### src/rtl/chan_share_arbiter.sv
// Round-robin arbiter sharing one word-wide clock-domain-crossing channel among N requesters.
// Optional feature macro: CHAN_TIMEOUT_EN (aborts OFFER/DRAIN after TO_CYCLES cycles).
module chan_share_arbiter #(
   parameter int unsigned N         = 4,
   parameter int unsigned W         = 8,
   parameter int unsigned SW        = $clog2(N),
   parameter int unsigned TO_CYCLES = 1023
) (
   input  logic           clk,
   input  logic           reset,
   input  logic [N-1:0]   req,
   input  logic [N*W-1:0] req_data,
   output logic [N-1:0]   grant,
   output logic [W-1:0]   chan_data,
   output logic [SW-1:0]  chan_src,
   output logic           chan_valid,
   input  logic           chan_ready,
   output logic           busy,
   output logic           err_timeout
);

   typedef enum logic [1:0] {StIdle, StOffer, StDrain} state_e;

   if (N < 2 || N > 16 || TO_CYCLES == 0) begin : g_param_check
      $error("chan_share_arbiter: N must be 2..16 and TO_CYCLES nonzero");
   end

   state_e        state_q, state_d;
   logic [SW-1:0] last_q, last_d;
   logic [N-1:0]  grant_q, grant_d;
   logic [W-1:0]  data_q, data_d;
   logic [SW-1:0] src_q, src_d;
   logic          valid_q, valid_d;

   logic          pick_found;
   logic [SW-1:0] pick_idx;
   logic [N-1:0]  pick_oh;
   logic [W-1:0]  pick_data;
   logic [31:0]   last_ext;

`ifdef CHAN_TIMEOUT_EN
   localparam int unsigned CntW = $clog2(TO_CYCLES + 1);

   logic [CntW-1:0] cnt_q, cnt_d;
   logic            err_q, err_d;
   logic            to_hit;

   assign to_hit = (cnt_q == CntW'(TO_CYCLES - 1));
`endif

   assign last_ext = 32'(last_q);

   always_comb begin
      pick_found = 1'b0;
      pick_idx   = '0;
      pick_oh    = '0;
      pick_data  = '0;
      // Two passes form a rotating priority: indices above last first, then wrap to 0..last.
      for (int unsigned i = 0; i < N; i++) begin
         if (!pick_found && req[i] && (i > last_ext)) begin
            pick_found = 1'b1;
            pick_idx   = SW'(i);
            pick_oh[i] = 1'b1;
            pick_data  = req_data[i*W +: W];
         end
      end
      for (int unsigned i = 0; i < N; i++) begin
         if (!pick_found && req[i] && (i <= last_ext)) begin
            pick_found = 1'b1;
            pick_idx   = SW'(i);
            pick_oh[i] = 1'b1;
            pick_data  = req_data[i*W +: W];
         end
      end
   end

   always_comb begin
      state_d = state_q;
      last_d  = last_q;
      grant_d = '0;
      data_d  = data_q;
      src_d   = src_q;
      valid_d = valid_q;
`ifdef CHAN_TIMEOUT_EN
      cnt_d   = cnt_q + 1'b1;
      err_d   = 1'b0;
`endif
      unique case (state_q)
         StIdle: begin
`ifdef CHAN_TIMEOUT_EN
            cnt_d = '0;
`endif
            if (chan_ready && pick_found) begin
               data_d  = pick_data;
               src_d   = pick_idx;
               last_d  = pick_idx;
               grant_d = pick_oh;
               valid_d = 1'b1;
               state_d = StOffer;
            end
         end
         StOffer: begin
            // Ready falling means the crossing has captured the word.
            if (!chan_ready) begin
               valid_d = 1'b0;
               state_d = StDrain;
`ifdef CHAN_TIMEOUT_EN
               cnt_d   = '0;
`endif
            end
`ifdef CHAN_TIMEOUT_EN
            else if (to_hit) begin
               valid_d = 1'b0;
               err_d   = 1'b1;
               state_d = StIdle;
               cnt_d   = '0;
            end
`endif
         end
         StDrain: begin
            if (chan_ready) begin
               state_d = StIdle;
            end
`ifdef CHAN_TIMEOUT_EN
            else if (to_hit) begin
               err_d   = 1'b1;
               state_d = StIdle;
               cnt_d   = '0;
            end
`endif
         end
         default: begin
            valid_d = 1'b0;
            state_d = StIdle;
         end
      endcase
   end

   always_ff @(posedge clk) begin
      if (reset) begin
         state_q <= StIdle;
         last_q  <= SW'(N - 1);
         grant_q <= '0;
         data_q  <= '0;
         src_q   <= '0;
         valid_q <= 1'b0;
      end else begin
         state_q <= state_d;
         last_q  <= last_d;
         grant_q <= grant_d;
         data_q  <= data_d;
         src_q   <= src_d;
         valid_q <= valid_d;
      end
   end

`ifdef CHAN_TIMEOUT_EN
   always_ff @(posedge clk) begin
      if (reset) begin
         cnt_q <= '0;
         err_q <= 1'b0;
      end else begin
         cnt_q <= cnt_d;
         err_q <= err_d;
      end
   end

   assign err_timeout = err_q;
`else
   assign err_timeout = 1'b0;
`endif

   assign grant      = grant_q;
   assign chan_data  = data_q;
   assign chan_src   = src_q;
   assign chan_valid = valid_q;
   assign busy       = (state_q != StIdle);

endmodule
### config.mk
export PLATFORM = sky130hd
export DESIGN_NAME = chan_share_arbiter
export DESIGN_NICKNAME = d
export VERILOG_FILES = /design/src/rtl/chan_share_arbiter.sv
export SDC_FILE = /design/constraint.sdc
export NUM_CORES = 1
export LEC_CHECK = 0
export CAP_MARGIN = 30
export CORE_UTILIZATION = 55
export DETAILED_ROUTE_END_ITERATION = 12
export DONT_BUFFER_PORTS = 1
export PLACE_DENSITY_LB_ADDON = 0.08
export SYNTH_ARGS = -nofsm -noshare
export SYNTH_HDL_FRONTEND = slang
export SYNTH_SLANG_ARGS = --single-unit
### constraint.sdc
create_clock -name clk -period 3.96 [get_ports clk]
set_input_delay 0.792 -clock clk [delete_from_list [all_inputs] [get_ports clk]]
set_output_delay 0.792 -clock clk [all_outputs]
set_load 0.01 [all_outputs]
==> qor.yml, run 1 <==
cp_max_fo: 18
cts.repair.resized: 0
peakVddDrop_mv: 0.1847
r2r_slack_ns: 1.79
grt_start_max_net_pins: 19
synth_edf_count: 0
pwr-share-clk: 0.229
io-pin-count: 56
period_share: 0.5492
initial_utilization: 0.6013
crit_required_ns: 4.15
synth_simple_gate_area_share: 0.3351
fmax_mhz: 459.8
clk_latency_ns: 0.29
synth-compound-area-share: 0.3053
synth_top_family_by_area: "simple AND/OR/NAND/NOR gates"
clock-root-buffer: "clkbuf_4"
ys_ff_latch: 19
crit_start: "last_q[1]$_SDFFE_PP1P_"
numCtsBuffers: 3
tritoncts: "built"
num-fill-cells: 219
internal_power_mw: 0.2898
avgViaCountPerCell: 6.922
rsz0062_at_grt: "false"
die_y_um: 52.12
tightest_slew_ns: 0.7678
synthMuxAreaShare: 0
post_drt_wl_per_cell_um: 18.86
clockBufferDepth: 2
skew_ns: 0.002615
grt_usage: 0.2990
fin_crit_ns: 2.175
finalNetCount: 216
ys_seq_area_frac: 0.2754
critPathKind: "flip-flop to flip-flop"
setup-tns-final_ns: 0
path_clk_slew_ns: 0.11
core-area_um2: 2297
wl_um: 3847
drc: 0
power_switching_mw: 0.1455
rr_startpoint: "last_q[1]$_SDFFE_PP1P_"
final_cell_mix: "nand2_1, dfxtp_1, a21oi_1"
cap_violations: 0
outcome: "finished, final reports clean"
dp_hpwl_um: 2768
vias: 1412
crit_arrival_ns: 2.36
async_flop_share: 0
rows: 17
antenna_found_initial: 0
end_kind: "flip-flop"
yosys_warnings: 0
area_growth_pct: -1.449
cts.sinks: 19
leakage_nw: 0.4966
syn_inst: 186
design.die.area_um2: 2716
drive_above_1_share: 0.05682
grt_pass1_wl_um: 6044
die_w_um: 52.12
synth_top_cell_by_area: "dfxtp_1"
synth_ff_type: "dfxtp_1"
cp-start-kind: "flip-flop"
io_buffers: 0
combPwrFrac: 0.244
grt_overflow: 0
diodes: 0
synthXorXnorAreaFrac: 0.006341
ant_nets: 0
p_per_area_nw_per_um2: 319.8
cts_setup_buffers: 0
yosys-top-cells-area: "dfxtp_1, a21oi_1, nand2_1, nand3_1, nor2_1"
swShare: 0.3342
grt_pass1_vias: 1451
worstHoldStart: "chan_src[0]$_SDFFE_PP0P_"
htreeDepth: 1
synth_adder_area_share: 0
ys_types: 46
yosysTopAreaCellShare: 0.2754
power_mw: 0.4353
relSlewSlack: 0.4871
drtIter0Drc: 50
syn_avg_cell_area_um2: 7.426
slew_viol_final: 0
hold_viol_final: 0
dr.pass1.iters: 5
hold_class: "flip-flop to flip-flop"
multi_input_area_um2: 897.1
gp_congestion: 0.9044
syn_area_um2: 1381
final-seq-area_um2: 380.4
syn-num-nets: 225
setup_viol: 0
cts_hold_buf: 0
pwr-share-seq: 0.526
-- worst max-delay path: stages (launching register included) --
cell and delay, ns:
dfxtp_1 0.76, nand2_1 0.19, or4_1 0.65, o21a_1 0.27
o311ai_1 0.09, nand3_1 0.11
-- metal layers --
metal,wire [µm],share of wire,vias to the layer above,global-route usage
li1,-,-,662,-
met1,1425,0.37,648,0.3433
met2,1967,0.51,96,0.5021
met3,422,0.11,6,0.08187
met4,31,0.0081,0,0.1486
met5,0,0,-,0
-- layout make-up --
class | count | share of cell area
clock buffers | 4 | 0.01930
flip-flops and latches | 19 | 0.2794
well taps | 28 | 0.02574
multi-input cells | 147 | 0.6590
inverters | 6 | 0.01654
-- path summary, 6_finish.rpt --
| check | end | depth (start not counted) |
|---|---|---|
| max | chan_data[5]$_SDFFE_PP0P_ | 5 |
| min | chan_src[0]$_SDFFE_PP0P_ | 2 |
| max reg2reg | chan_data[5]$_SDFFE_PP0P_ | 5 |
| min reg2reg | chan_src[0]$_SDFFE_PP0P_ | 2 |
-- flip-flops by register name, indices dropped and copies added, names as in the netlist --
name,cells
chan_src,2
state_q,2
chan_valid,1
grant,4
last_q,2
chan_data,8
-- through the flow --
stage               hold WS [ns]  setup WS, ns  area, µm²    util  instances
detailed placement        0.4961         1.675       1335  0.5812        200
CTS                       0.5121         1.799       1361  0.5926        204
global placement          0.4821         1.756       1335  0.5812        200
finish                    0.5077         1.785       1361  0.5926        204
global route              0.5254         1.676       1361  0.5926        204
floorplan                 0.4805         1.875       1381       -        186
-- cell families after synthesis --
| logic type | after synthesis |
|---|---|
| XOR/XNOR | 1 |
| buffers and inverters | 20 |
| AND/OR/NAND/NOR | 82 |
| AO/OA/AOI/OAI | 63 |
| flip-flops | 19 |
| other | 1 |
-- power by group through the flow --
stage                     combinational [mW]  sequential, mW  clock, mW
after floorplan                        0.100           0.225          0
after global placement                 0.101           0.233          0
after detailed placement               0.104           0.234          0
after CTS                              0.105           0.229      0.101
after global routing                   0.119           0.232      0.111
final                                  0.106           0.229     0.0998
-- cell usage after synthesis (4+ instances only) --
cell and number:
o21a_1 5, dfxtp_1 19, nand3b_1 5, nor3b_1 5
and3_1 4, nand2_1 19, a211o_1 6, a21oi_1 18
o22ai_1 7, buf_2 8, nor2_1 15, nand3_1 14
inv_1 6
Note: power is estimated with default switching activity, not from simulation.
==> run 2: changes to the inputs <==
==> constraint.sdc (replaced) <==
create_clock -name clk -period 2.2 [get_ports clk]
set_input_delay 0.44 -clock clk [delete_from_list [all_inputs] [get_ports clk]]
set_output_delay 0.44 -clock clk [all_outputs]
set_load 0.01 [all_outputs]
==> run 2 against run 1 <==
Net effect: first-iteration DRC count is 22% higher; highest routed layer unchanged; utilization grew 1.3 points; critical path depth did not move; sequential power increased by 78%; fmax is 17% higher; clock-buffer cell count unchanged; hold slack lost 0.31 ns; sequential share of layout area shrank 0.60 points; worst setup slack worse by 1.4 ns; non-clock buffer count is 4 higher; register-to-register slack worse by 1.4 ns; final cell count is 2.0% higher.
==> qor.yml, run 2 (synthesis results as in run 1) <==
period_share: 0.8416
dpl-instance-area_um2: 1365
cp_max_fo: 11
area_growth_pct: 0.7243
critPathKind: "flip-flop to flip-flop"
avgViaCountPerCell: 6.875
path_delay_family: "simple AND/OR/NAND/NOR gates"
cap_violations: 0
cp-start-kind: "flip-flop"
drive_above_1_share: 0.07778
tightest_slew_ns: 0.6950
grt_start_max_net_pins: 17
ant_nets: 0
htreeDepth: 1
wl_met3_um: 472
vias: 1430
final_core_util: 0.6057
dr.pass1.iters: 5
skew_ns: 0.01132
leakage_nw: 0.5157
whs_ns: 0.1943
setup-tns-final_ns: 0
top_layer: "met4"
antenna_found_initial: 0
fmax_mhz: 540.1
drc: 0
end_kind: "flip-flop"
cts_hold_buf: 0
core-area_um2: 2297
dp_hpwl_um: 2799
rows: 17
peakVddDrop_mv: 0.3307
m1WireLength_um: 1495
power_mw: 0.7897
final_cell_mix: "nand2_1, dfxtp_1, a21oi_1"
drtIter0Drc: 61
cts.sinks: 19
rsz0062_at_grt: "false"
clock-root-buffer: "clkbuf_4"
die_y_um: 52.12
die_w_um: 52.12
grt_overflow: 0
io-pin-count: 56
grt_pass1_wl_um: 6009
path_clk_slew_ns: 0.12
hold_class: "input pin to flip-flop"
design.die.area_um2: 2716
wl_met2_um: 1806
cp_slowest_cell: "dfxtp_1"
slowest_delay_ns: 0.48
numCtsBuffers: 3
hold_viol_final: 0
diodes: 0
finalWorstSetupSlack_ns: 0.3485
initial_utilization: 0.6013
dp.cells: 204
critPathBufInv: 0
fin_crit_ns: 1.852
layout.cells.non_filler: 208
outcome: "finished, final reports clean"
place_ws_ns: 0.3585
tritoncts: "built"
grt_pass1_vias: 1356
clockBufferDepth: 2
gp_congestion: 0.9012
p_per_area_nw_per_um2: 567.6
final_area_um2: 1391
crit_required_ns: 2.44
cts_setup_buffers: 0
path_cells: "nand2b_2, nand4_1, nand2_1, a221oi_1, a21oi_1"
grt_usage: 0.2949
wl_um: 3789
setup_viol: 0
finalNetCount: 220
crit_arrival_ns: 2.09
cts.repair.resized: 0
slew_viol_final: 0
largest_reg_flops: 8
io_buffers: 0
post_drt_wl_per_cell_um: 18.22
clk_latency_ns: 0.30
relSlewSlack: 0.5324
## run 2: cell count changes in the layout (fill, tap and decap cells not counted)
cell	delta
buf_4	+4
## run 2: worst paths after layout
check,startpoint,to,slack [ns],cells past startpoint
worst max-delay path,last_q[0]$_SDFFE_PP1P_,chan_data[2]$_SDFFE_PP0P_,0.35,5
worst min-delay path,reset,chan_valid$_SDFFE_PP0P_,0.19,1
worst max register to register,last_q[0]$_SDFFE_PP1P_,chan_data[2]$_SDFFE_PP0P_,0.35,5
worst min register to register,chan_src[0]$_SDFFE_PP0P_,chan_src[0]$_SDFFE_PP0P_,0.50,2
## run 2: metal layers
layer	track usage	vias to the layer above
li1	-	676
met1	0.3757	648
met4	0.07207	0
met3	0.07310	4
met5	0	-
met2	0.4915	102
## run 2: layout make-up
cell class	count	area [µm²]
well taps	28	35.03
inverters	6	22.52
multi-input cells	147	897.1
repair buffers	4	30.03
flip-flops and latches	19	380.4
fillers	211	905.9
clock buffers	4	26.28
## run 2: report_power, final
part	switching (mW)	total, mW	internal (mW)
Sequential	0.0351	0.407	0.372
Combinational	0.117	0.203	0.0860
Clock	0.109	0.179	0.0704
Total	0.261	0.790	0.528
==> run 3: changes to the inputs <==
==> constraint.sdc (replaced) <==
create_clock -name clk -period 1.8 [get_ports clk]
set_input_delay 0.36 -clock clk [delete_from_list [all_inputs] [get_ports clk]]
set_output_delay 0.36 -clock clk [all_outputs]
set_load 0.01 [all_outputs]
==> run 3 against run 2 <==
Net effect: register-to-register slack lost 0.24 ns; via count is 0.28% higher; die area did not move; global-route usage rose by 0.66 points; flip-flop and latch count unchanged; final area is 3.5% higher; clock power increased by 27%; largest cell class unchanged; highest routed layer unchanged.
==> qor.yml, run 3 (synthesis results as in run 1) <==
final_area_um2: 1440
swShare: 0.3395
peakVddDrop_mv: 0.3790
final_core_util: 0.6269
grt_start_max_net_pins: 18
worstRegToRegCells: 5
rows: 17
crit_arrival_ns: 1.88
whs_endpoint: "chan_src[1]$_SDFFE_PP0P_"
drc: 0
core-area_um2: 2297
end_kind: "flip-flop"
relSlewSlack: 0.5956
cp_max_fo: 8
io-pin-count: 56
finalNetCount: 225
holdPathStages: 1
p_per_area_nw_per_um2: 684.8
r2r_end: "chan_data[2]$_SDFFE_PP0P_"
post_drt_wl_per_cell_um: 18.09
rr_startpoint: "last_q[0]$_SDFFE_PP1P_"
io_buffers: 0
drive_above_1_share: 0.1189
skew_ns: 0.007882
setup_viol: 0
antenna_found_initial: 0
grt_pass1_vias: 1342
combPwrFrac: 0.270
htreeDepth: 1
fmax_mhz: 589.5
vias: 1434
hold_viol_final: 0
numCtsBuffers: 3
path_clk_slew_ns: 0.12
grt_overflow: 0
cp-start-kind: "flip-flop"
diodes: 0
tritoncts: "built"
rsz0062_at_grt: "false"
design.die.area_um2: 2716
pwr-share-clk: 0.230
grt_usage: 0.3016
dpl-instance-area_um2: 1403
area_growth_pct: 4.257
wl_um: 3854
largest_reg_flops: 8
tightest_slew_ns: 0.6016
power_switching_mw: 0.3348
crit_required_ns: 1.99
die_y_um: 52.12
cts_setup_buffers: 0
internal_power_mw: 0.6514
critPathKind: "flip-flop to flip-flop"
ant_nets: 0
avgViaCountPerCell: 6.732
dp_hpwl_um: 2790
clock-root-buffer: "clkbuf_4"
period_share: 0.9424
grt_pass1_wl_um: 6072
r2r_slack_ns: 0.10
leakage_nw: 0.5477
cap_violations: 0
setup-tns-final_ns: 0
clockBufferDepth: 2
clk_latency_ns: 0.30
initial_utilization: 0.6013
fin_crit_ns: 1.696
slew_viol_final: 0
power_mw: 0.9862
final_cell_mix: "nand2_1, dfxtp_1, a21oi_1"
outcome: "finished, final reports clean"
cts.sinks: 19
hold_class: "input pin to flip-flop"
dr.pass1.iters: 5
pwr-share-seq: 0.500
gp_congestion: 0.9728
die_w_um: 52.12
drtIter0Drc: 63
worstHoldStart: "reset"
==> run 3: worst max path at each step <==
stage	cells after the start	startpoint	slack [ns]	to
6_report	5	last_q[0]$_SDFFE_PP1P_	0.10	chan_data[2]$_SDFFE_PP0P_
2_1_floorplan	6	req[1]	0.15	chan_data[5]$_SDFFE_PP0P_
3_5_place_dp	5	req[2]	0.04	chan_data[5]$_SDFFE_PP0P_
4_1_cts	5	last_q[0]$_SDFFE_PP1P_	0.03	chan_data[5]$_SDFFE_PP0P_
3_3_place_gp	5	req[2]	0.09	chan_data[5]$_SDFFE_PP0P_
5_1_grt	5	last_q[0]$_SDFFE_PP1P_	0.03	chan_data[2]$_SDFFE_PP0P_
==> run 3: layout make-up <==
cell class              instances  area [µm²]
multi-input cells             147       907.1
fillers                       202       857.1
flip-flops and latches         19       380.4
repair buffers                  9       67.56
well taps                      28       35.03
clock buffers                   3       22.52
inverters                       6       22.52
clock inverters                 1       5.005
==> run 3: worst max-delay path, cell delays in order, from the launching register on <==
cell and delay (ns):
dfxtp_1 0.39, nand2b_2 0.23, a22o_1 0.29, and2_1 0.29
a221oi_1 0.29, a21oi_1 0.09
==> run 3: what timing repair did <==
item	in CTS	in global routing
endpoints found under the hold margin	0	0
gates resized for setup	0	2
hold buffers	0	0
setup endpoints to repair	0	6
==> run 3: stage by stage <==
step	instances	hold slack (ns)	worst slack, ns
after floorplan	186	0.4374	0.1469
after global placement	209	0.4315	0.08578
after detailed placement	209	0.4334	0.03853
after CTS	213	0.1078	0.03034
after global routing	213	0.08024	0.03132
final	213	0.1078	0.1037
==> run 3: layer usage <==
metal	routed length [µm]	up-vias	track usage
met3	362	4	0.06433
met1	1617	663	0.3830
li1	-	686	-
met4	15	0	0.09459
met2	1859	81	0.5021
met5	0	-	0
==> run 3: power by group through the flow <==
stage               combinational, mW  clock, mW  sequential, mW
floorplan                       0.221          0           0.496
CTS                             0.261      0.230           0.493
detailed placement              0.259          0           0.503
global placement                0.254          0           0.501
finish                          0.266      0.227           0.493
global route                    0.295      0.254           0.498
